`src/rtl/vga_timing_pkg.sv`:
```
// -----------------------------------------------------------------------------
// vga_timing_pkg
// Shared raster-mode constants for the VGA timing generator and its users.
//   vga_mode_t       : porch/sync/active geometry plus sync polarities
//   MODE_640X480_60  : 25 MHz-class pixel clock, negative syncs
//   MODE_800X600_60  : 40 MHz pixel clock, positive syncs
//   min_cw()         : smallest counter width holding H_TOTAL-1 and V_TOTAL-1
// -----------------------------------------------------------------------------
package vga_timing_pkg;

    typedef struct packed {
        logic [15:0] h_active;
        logic [15:0] h_fp;
        logic [15:0] h_sync;
        logic [15:0] h_bp;
        logic [15:0] v_active;
        logic [15:0] v_fp;
        logic [15:0] v_sync;
        logic [15:0] v_bp;
        logic        hs_neg;
        logic        vs_neg;
    } vga_mode_t;

    localparam vga_mode_t MODE_640X480_60 = '{
        h_active: 16'd640, h_fp: 16'd16, h_sync: 16'd96,  h_bp: 16'd48,
        v_active: 16'd480, v_fp: 16'd10, v_sync: 16'd2,   v_bp: 16'd33,
        hs_neg:   1'b1,    vs_neg: 1'b1
    };

    localparam vga_mode_t MODE_800X600_60 = '{
        h_active: 16'd800, h_fp: 16'd40, h_sync: 16'd128, h_bp: 16'd88,
        v_active: 16'd600, v_fp: 16'd1,  v_sync: 16'd4,   v_bp: 16'd23,
        hs_neg:   1'b0,    vs_neg: 1'b0
    };

    // Bits needed so that the larger of H_TOTAL-1 / V_TOTAL-1 is representable.
    function automatic int min_cw(input vga_mode_t m);
        int h_total;
        int v_total;
        int top;
        int w;
        h_total = int'(m.h_active) + int'(m.h_fp) + int'(m.h_sync) + int'(m.h_bp);
        v_total = int'(m.v_active) + int'(m.v_fp) + int'(m.v_sync) + int'(m.v_bp);
        top     = (h_total > v_total) ? (h_total - 32'sd1) : (v_total - 32'sd1);
        w       = 32'sd1;
        while ((32'sd1 << w) <= top) begin
            w = w + 32'sd1;
        end
        return w;
    endfunction

endpackage

```
`src/rtl/pix_tick_div.sv`:
```
// -----------------------------------------------------------------------------
// pix_tick_div
// Divides the system clock down to a one-clk tick every DIV enabled clocks.
//   clk  : system clock
//   clr  : asynchronous reset, active-high
//   en   : run enable; 0 freezes the divider
//   tick : combinational strobe, high in the clk where the divider is at DIV-1
// With DIV=1 the counter never leaves 0 and tick simply follows en.
// -----------------------------------------------------------------------------
module pix_tick_div #(
    parameter int DIV = 32'sd2
) (
    input  logic clk,
    input  logic clr,
    input  logic en,
    output logic tick
);

    localparam int            DW   = (DIV > 1) ? $clog2(DIV) : 1;
    localparam logic [DW-1:0] LAST = DW'(DIV - 1);

    logic [DW-1:0] div_cnt_r;

    // Divider counter: 0..DIV-1, advancing only while enabled.
    always_ff @(posedge clk or posedge clr) begin
        if (clr) begin
            div_cnt_r <= '0;
        end else if (en) begin
            if (div_cnt_r == LAST) begin
                div_cnt_r <= '0;
            end else begin
                div_cnt_r <= div_cnt_r + DW'(1);
            end
        end else begin
            div_cnt_r <= div_cnt_r;
        end
    end

    assign tick = en && (div_cnt_r == LAST);

endmodule

```
`src/rtl/vga_timing_gen.sv`:
```
// -----------------------------------------------------------------------------
// vga_timing_gen
// Parametrised VGA raster timing generator.
//   clk      : system clock
//   clr      : asynchronous reset, active-high
//   en       : run enable; 0 freezes divider, counters and outputs
//   pix_tick : one-clk strobe per pixel period (not delayed)
//   vga_HS   : horizontal sync at configured polarity (registered)
//   vga_VS   : vertical sync at configured polarity (registered)
//   display  : active-region flag (registered)
//   X, Y     : zero-based active coordinates, 0 outside the active region
//   sof      : start-of-frame strobe, first clk of count (0,0)
//   sol      : start-of-active-line strobe, first clk of h=0 on active lines
//   vblank   : high while v_cnt >= V_ACTIVE
// All registered outputs lag the counters by one clk.
// -----------------------------------------------------------------------------
module vga_timing_gen
    import vga_timing_pkg::*;
#(
    parameter int H_ACTIVE = int'(MODE_640X480_60.h_active),
    parameter int H_FP     = int'(MODE_640X480_60.h_fp),
    parameter int H_SYNC   = int'(MODE_640X480_60.h_sync),
    parameter int H_BP     = int'(MODE_640X480_60.h_bp),
    parameter int V_ACTIVE = int'(MODE_640X480_60.v_active),
    parameter int V_FP     = int'(MODE_640X480_60.v_fp),
    parameter int V_SYNC   = int'(MODE_640X480_60.v_sync),
    parameter int V_BP     = int'(MODE_640X480_60.v_bp),
    parameter int HS_NEG   = int'(MODE_640X480_60.hs_neg),
    parameter int VS_NEG   = int'(MODE_640X480_60.vs_neg),
    parameter int PIX_DIV  = 32'sd2,
    parameter int CW       = 32'sd11
) (
    input  logic          clk,
    input  logic          clr,
    input  logic          en,
    output logic          pix_tick,
    output logic          vga_HS,
    output logic          vga_VS,
    output logic          display,
    output logic [CW-1:0] X,
    output logic [CW-1:0] Y,
    output logic          sof,
    output logic          sol,
    output logic          vblank
);

    localparam int H_TOTAL  = H_ACTIVE + H_FP + H_SYNC + H_BP;
    localparam int V_TOTAL  = V_ACTIVE + V_FP + V_SYNC + V_BP;
    localparam int HS_START = H_ACTIVE + H_FP;
    localparam int HS_END   = HS_START + H_SYNC;
    localparam int VS_START = V_ACTIVE + V_FP;
    localparam int VS_END   = VS_START + V_SYNC;

    localparam logic [CW-1:0] H_LAST = CW'(H_TOTAL - 1);
    localparam logic [CW-1:0] V_LAST = CW'(V_TOTAL - 1);
    localparam logic          HS_POL = (HS_NEG != 0);
    localparam logic          VS_POL = (VS_NEG != 0);

    logic          tick_s;
    logic [CW-1:0] h_cnt_r;
    logic [CW-1:0] v_cnt_r;
    // Set when the current count has just been loaded and no enabled clk has
    // yet consumed it; this is what makes the strobes single-shot.
    logic          fresh_r;

    logic          hs_act_s;
    logic          vs_act_s;
    logic          act_s;
    logic          sof_s;
    logic          sol_s;
    logic [CW-1:0] x_s;
    logic [CW-1:0] y_s;

    pix_tick_div #(
        .DIV (PIX_DIV)
    ) u_div (
        .clk  (clk),
        .clr  (clr),
        .en   (en),
        .tick (tick_s)
    );

    assign pix_tick = tick_s;

    // Horizontal/vertical raster counters, advanced once per pixel tick.
    always_ff @(posedge clk or posedge clr) begin
        if (clr) begin
            h_cnt_r <= '0;
            v_cnt_r <= '0;
        end else if (tick_s) begin
            if (h_cnt_r == H_LAST) begin
                h_cnt_r <= '0;
                if (v_cnt_r == V_LAST) begin
                    v_cnt_r <= '0;
                end else begin
                    v_cnt_r <= v_cnt_r + CW'(1);
                end
            end else begin
                h_cnt_r <= h_cnt_r + CW'(1);
                v_cnt_r <= v_cnt_r;
            end
        end else begin
            h_cnt_r <= h_cnt_r;
            v_cnt_r <= v_cnt_r;
        end
    end

    // Freshness flag: armed by reset or by a count load, cleared by the first
    // enabled clk that sees the count; frozen while en=0.
    always_ff @(posedge clk or posedge clr) begin
        if (clr) begin
            fresh_r <= 1'b1;
        end else if (en) begin
            fresh_r <= tick_s;
        end else begin
            fresh_r <= fresh_r;
        end
    end

    // Region decode from the current counter values.
    always_comb begin
        hs_act_s = (h_cnt_r >= CW'(HS_START)) && ({1'b0, h_cnt_r} < (CW+1)'(HS_END));
        vs_act_s = (v_cnt_r >= CW'(VS_START)) && ({1'b0, v_cnt_r} < (CW+1)'(VS_END));
        act_s    = (h_cnt_r < CW'(H_ACTIVE)) && (v_cnt_r < CW'(V_ACTIVE));
        sof_s    = fresh_r && (h_cnt_r == '0) && (v_cnt_r == '0);
        sol_s    = fresh_r && (h_cnt_r == '0) && (v_cnt_r < CW'(V_ACTIVE));
        if (act_s) begin
            x_s = h_cnt_r;
            y_s = v_cnt_r;
        end else begin
            x_s = '0;
            y_s = '0;
        end
    end

    // Output register: levels hold and strobes drop while frozen.
    always_ff @(posedge clk or posedge clr) begin
        if (clr) begin
            vga_HS  <= HS_POL;
            vga_VS  <= VS_POL;
            display <= 1'b0;
            X       <= '0;
            Y       <= '0;
            sof     <= 1'b0;
            sol     <= 1'b0;
            vblank  <= 1'b0;
        end else if (en) begin
            vga_HS  <= hs_act_s ^ HS_POL;
            vga_VS  <= vs_act_s ^ VS_POL;
            display <= act_s;
            X       <= x_s;
            Y       <= y_s;
            sof     <= sof_s;
            sol     <= sol_s;
            vblank  <= (v_cnt_r >= CW'(V_ACTIVE));
        end else begin
            vga_HS  <= vga_HS;
            vga_VS  <= vga_VS;
            display <= display;
            X       <= X;
            Y       <= Y;
            sof     <= 1'b0;
            sol     <= 1'b0;
            vblank  <= vblank;
        end
    end

endmodule
```
`config.mk`:
```
export PLATFORM = sky130hd
export DESIGN_NAME = vga_timing_gen
export DESIGN_NICKNAME = d
export VERILOG_FILES = /design/src/rtl/vga_timing_pkg.sv /design/src/rtl/pix_tick_div.sv /design/src/rtl/vga_timing_gen.sv
export SDC_FILE = /design/constraint.sdc
export NUM_CORES = 1
export LEC_CHECK = 0
export CAP_MARGIN = 20
export CORE_ASPECT_RATIO = 0.8
export CORE_UTILIZATION = 30
export CTS_CLUSTER_DIAMETER = 30
export DETAILED_ROUTE_END_ITERATION = 7
export PLACE_DENSITY = 0.55
export SYNTH_ARGS = -nofsm -noshare
export SYNTH_HDL_FRONTEND = slang
export SYNTH_SLANG_ARGS = --single-unit
```
`constraint.sdc`:
```
create_clock -name clk -period 5.3 [get_ports clk]
set_input_delay 0.53 -clock clk [delete_from_list [all_inputs] [get_ports clk]]
set_output_delay 0.53 -clock clk [all_outputs]
set_load 0.02 [all_outputs]
```
==> key figures <==
Outcome
  – Status: finished, final reports clean

Routing
  – # DRC: 0
  – Remaining antenna violation count: 0
  – Detailed Route WL: about 5200 µm
  – Drt wl/cell: about 15 µm
  – Vias per inst: between 5 and 6
  – Router iterations before antenna repair: 4
  – DRT iter0 DRCs: 81
  – DR vias: between 1500 and 2000

Timing
  – Final hold vios: 0
  – Worst-Margin Slew: a little over 0.8 ns
  – Tcrit/Tclk final: 0.5522
  – Setup tns final: 0 ns
  – Clock Skews: 0.009242 ns
  – Slew HR: 0.4501
  – Unrepaired setup endpoints after global routing: false
  – Final setup fails: 0
  – Max Slew Vio Count: 0
  – Worst hold slack: between 0.4 and 0.5 ns
  – Fmax: roughly 340 MHz
  – Minimum clock period: slightly below 3 ns

Setup path
  – CP Capture Type: output pin
  – CP Launch Type: primary input
  – Crit path DAT: approximately 2.4 ns
  – Crit Path Class: primary input to output pin
  – R2R Path Start: h_cnt_r[6]
  – Slack of the worst reg-to-reg path: 3.01 ns
  – Crit path launch: en
  – CP max FO: 14
  – Worst Path Required: around 4.8 ns

Cells and area
  – Final Cell Area: around 2800 µm²
  – Fillers: 742
  – Share of cells above drive strength 1: 0.06667
  – Final Non-Filler Cells: between 300 and 400
  – Layout area overhead: 21.63%
  – Final Util: 0.3818
  – Nets: about 250
  – Commonest non-fill, non-tap cells in the layout: dfrtp_1 (49), clkdlybuf4s50_1 (31), a22o_1 (23)
  – ANT cells: 0
  – Commonest non-fill, non-tap cell in the layout: dfrtp_1

Floorplanning
  – DIE AREA: just over 8000 µm²
  – Initial Utilization: 0.3139
  – Die width: between 100 and 150 µm
  – Die Y: slightly above 80 µm
  – # rows: 28
  – Core ar.: ~7500 µm²
  – IO Pins: 32

Place
  – GP Congestion: between 0.7 and 0.8
  – Placed cell count: around 340
  – Port-buffer cells: 31
  – HPWL Detailed: between 3000 and 4000 µm
  – Area of placed instances: roughly 2700 µm²

Clock tree
  – Clk buf depth: 2
  – Root buf cell: clkbuf_8
  – CTS tree: built
  – H-tree Lvls: 2
  – Post-CTS setup buffers: 0
  – Post-CTS Resized: 0
  – Clk slew on worst S/H paths: roughly 0.09 ns
  – CTS buffer count: 5
  – CTS sink cnt: 52
  – Cts hold-fix bufs: 0
  – Clock latency on the worst-skew pair: approximately 0.30 ns

Yosys
  – Compound-Gate Fraction of Synth Area: 0.1490
  – Synth Area in Adders: 0.02671
  – Avg Inst Size Synth: approximately 11 µm²
  – Async SR Flop Fraction: 1.000
  – Post-synthesis instance area: ~2300 µm²
  – Synth unique cells: 39
  – Mapped Nets: ~220
  – Cell count after synthesis: 213
  – Yosys warns: 0
  – #FFs+latches synth: 52
  – Synth Area in Simple Gates: 0.1784
  – XOR/XNOR Fraction of Synth Area: 0.03365
  – Predominant post-synthesis flop cell: dfrtp_1
  – Post-synthesis mux area share: 0.009081
  – Largest family of logic cells by synthesized area: simple AND/OR/NAND/NOR gates
  – Number of flops mapped to enable cells by yosys: 0
  – Sequential share of the synthesized area: 0.5572

Global routing
  – Initial antenna violation count: 0
  – Tot GR Track Use: 0.1365
  – First-pass GRT wire length: roughly 8500 µm
  – Total gr overflow: 0
  – Pin count of the biggest net entering global routing: 30
  – Vias in the first global route: approximately 1700

Power
  – Pwr dens: a little under 300 nW/µm²
  – VDD IR-drop max: ~0.11 mV
  – Static leakage: 1.253 nW

Flow run
  – Max cap viols: 0

Worst hold path
  – HP Start: display
  – Hold WC Path Type: flop to flop
## registers in the layout, summed over array words and instances, names as in the netlist
register	flops
X	11
Y	11
display	1
fresh_r	1
h_cnt_r	11
sof	1
sol	1
u_div.div_cnt_r	1
v_cnt_r	11
vblank	1
vga_HS	1
vga_VS	1
## cells by family after synthesis
family / Yosys count
compound gates: 48
xor+xnor: 9
fa+ha+maj: 5
buf+inv: 24
flops: 52
mux: 2
simple gates: 73
## worst max-delay path: stages
cell and delay [ns]:
clkdlybuf4s50_1 0.78, nand2_1 0.27, inv_1 0.20, clkdlybuf4s50_1 0.62
## report_power, final
part	internal, mW	switching [mW]	leakage [nW]	total, mW
clock	0.140	0.133	0.0552	0.273
sequential	0.423	0.0408	0.681	0.464
combinational	0.0378	0.0490	0.517	0.0868
total	0.601	0.222	1.25	0.824
## final timing paths
check | to | cells past startpoint
worst max-delay path | pix_tick | 4
max in group asynchronous | vga_VS | 3
worst min-delay path | display | 1
min in group asynchronous | Y[5] | 2
worst min register to register | display | 1
worst max register to register | v_cnt_r[7] | 4
## cell type report
class,count,area (µm²),area share
inverters,10,37.54,0.01318
repair buffers,33,337.8,0.1186
clock inverters,2,35.03,0.01230
flip-flops and latches,52,1305,0.4581
multi-input cells,137,929.6,0.3263
well taps,105,131.4,0.04611
clock buffers,6,72.57,0.02547
## per-stage QoR
stage	power, mW	setup WS [ns]
2_1_floorplan	0.5262	3.052
3_3_place_gp	0.5564	2.390
3_5_place_dp	0.5578	2.366
4_1_cts	0.8281	2.368
5_1_grt	0.8620	2.220
6_report	0.8235	2.373
## cell usage after synthesis, drive strengths merged (4+ instances only)
library cell	count	area [µm²]
nor2	13	48.80
o21ai	10	50.04
nor2b	4	25.02
inv	10	37.54
ha	5	62.56
a22o	23	201.4
clkbuf	9	33.78
dfrtp	49	1226
nor4	5	31.28
a21oi	5	25.02
xnor2	4	35.03
nor3	7	35.03
nand4	7	43.79
nand2	9	33.78
buf	5	36.28
xor2	5	43.79
nand3	10	50.05
and3	5	31.28
## routing by layer
metal,share of wire,vias to the layer above,GRT usage
met5,0,-,0
met4,0.0099,0,0.03913
met3,0.039,4,0.02754
met2,0.41,38,0.1979
met1,0.54,869,0.2044
li1,-,831,-
Note: power is estimated with default switching activity, not from simulation.
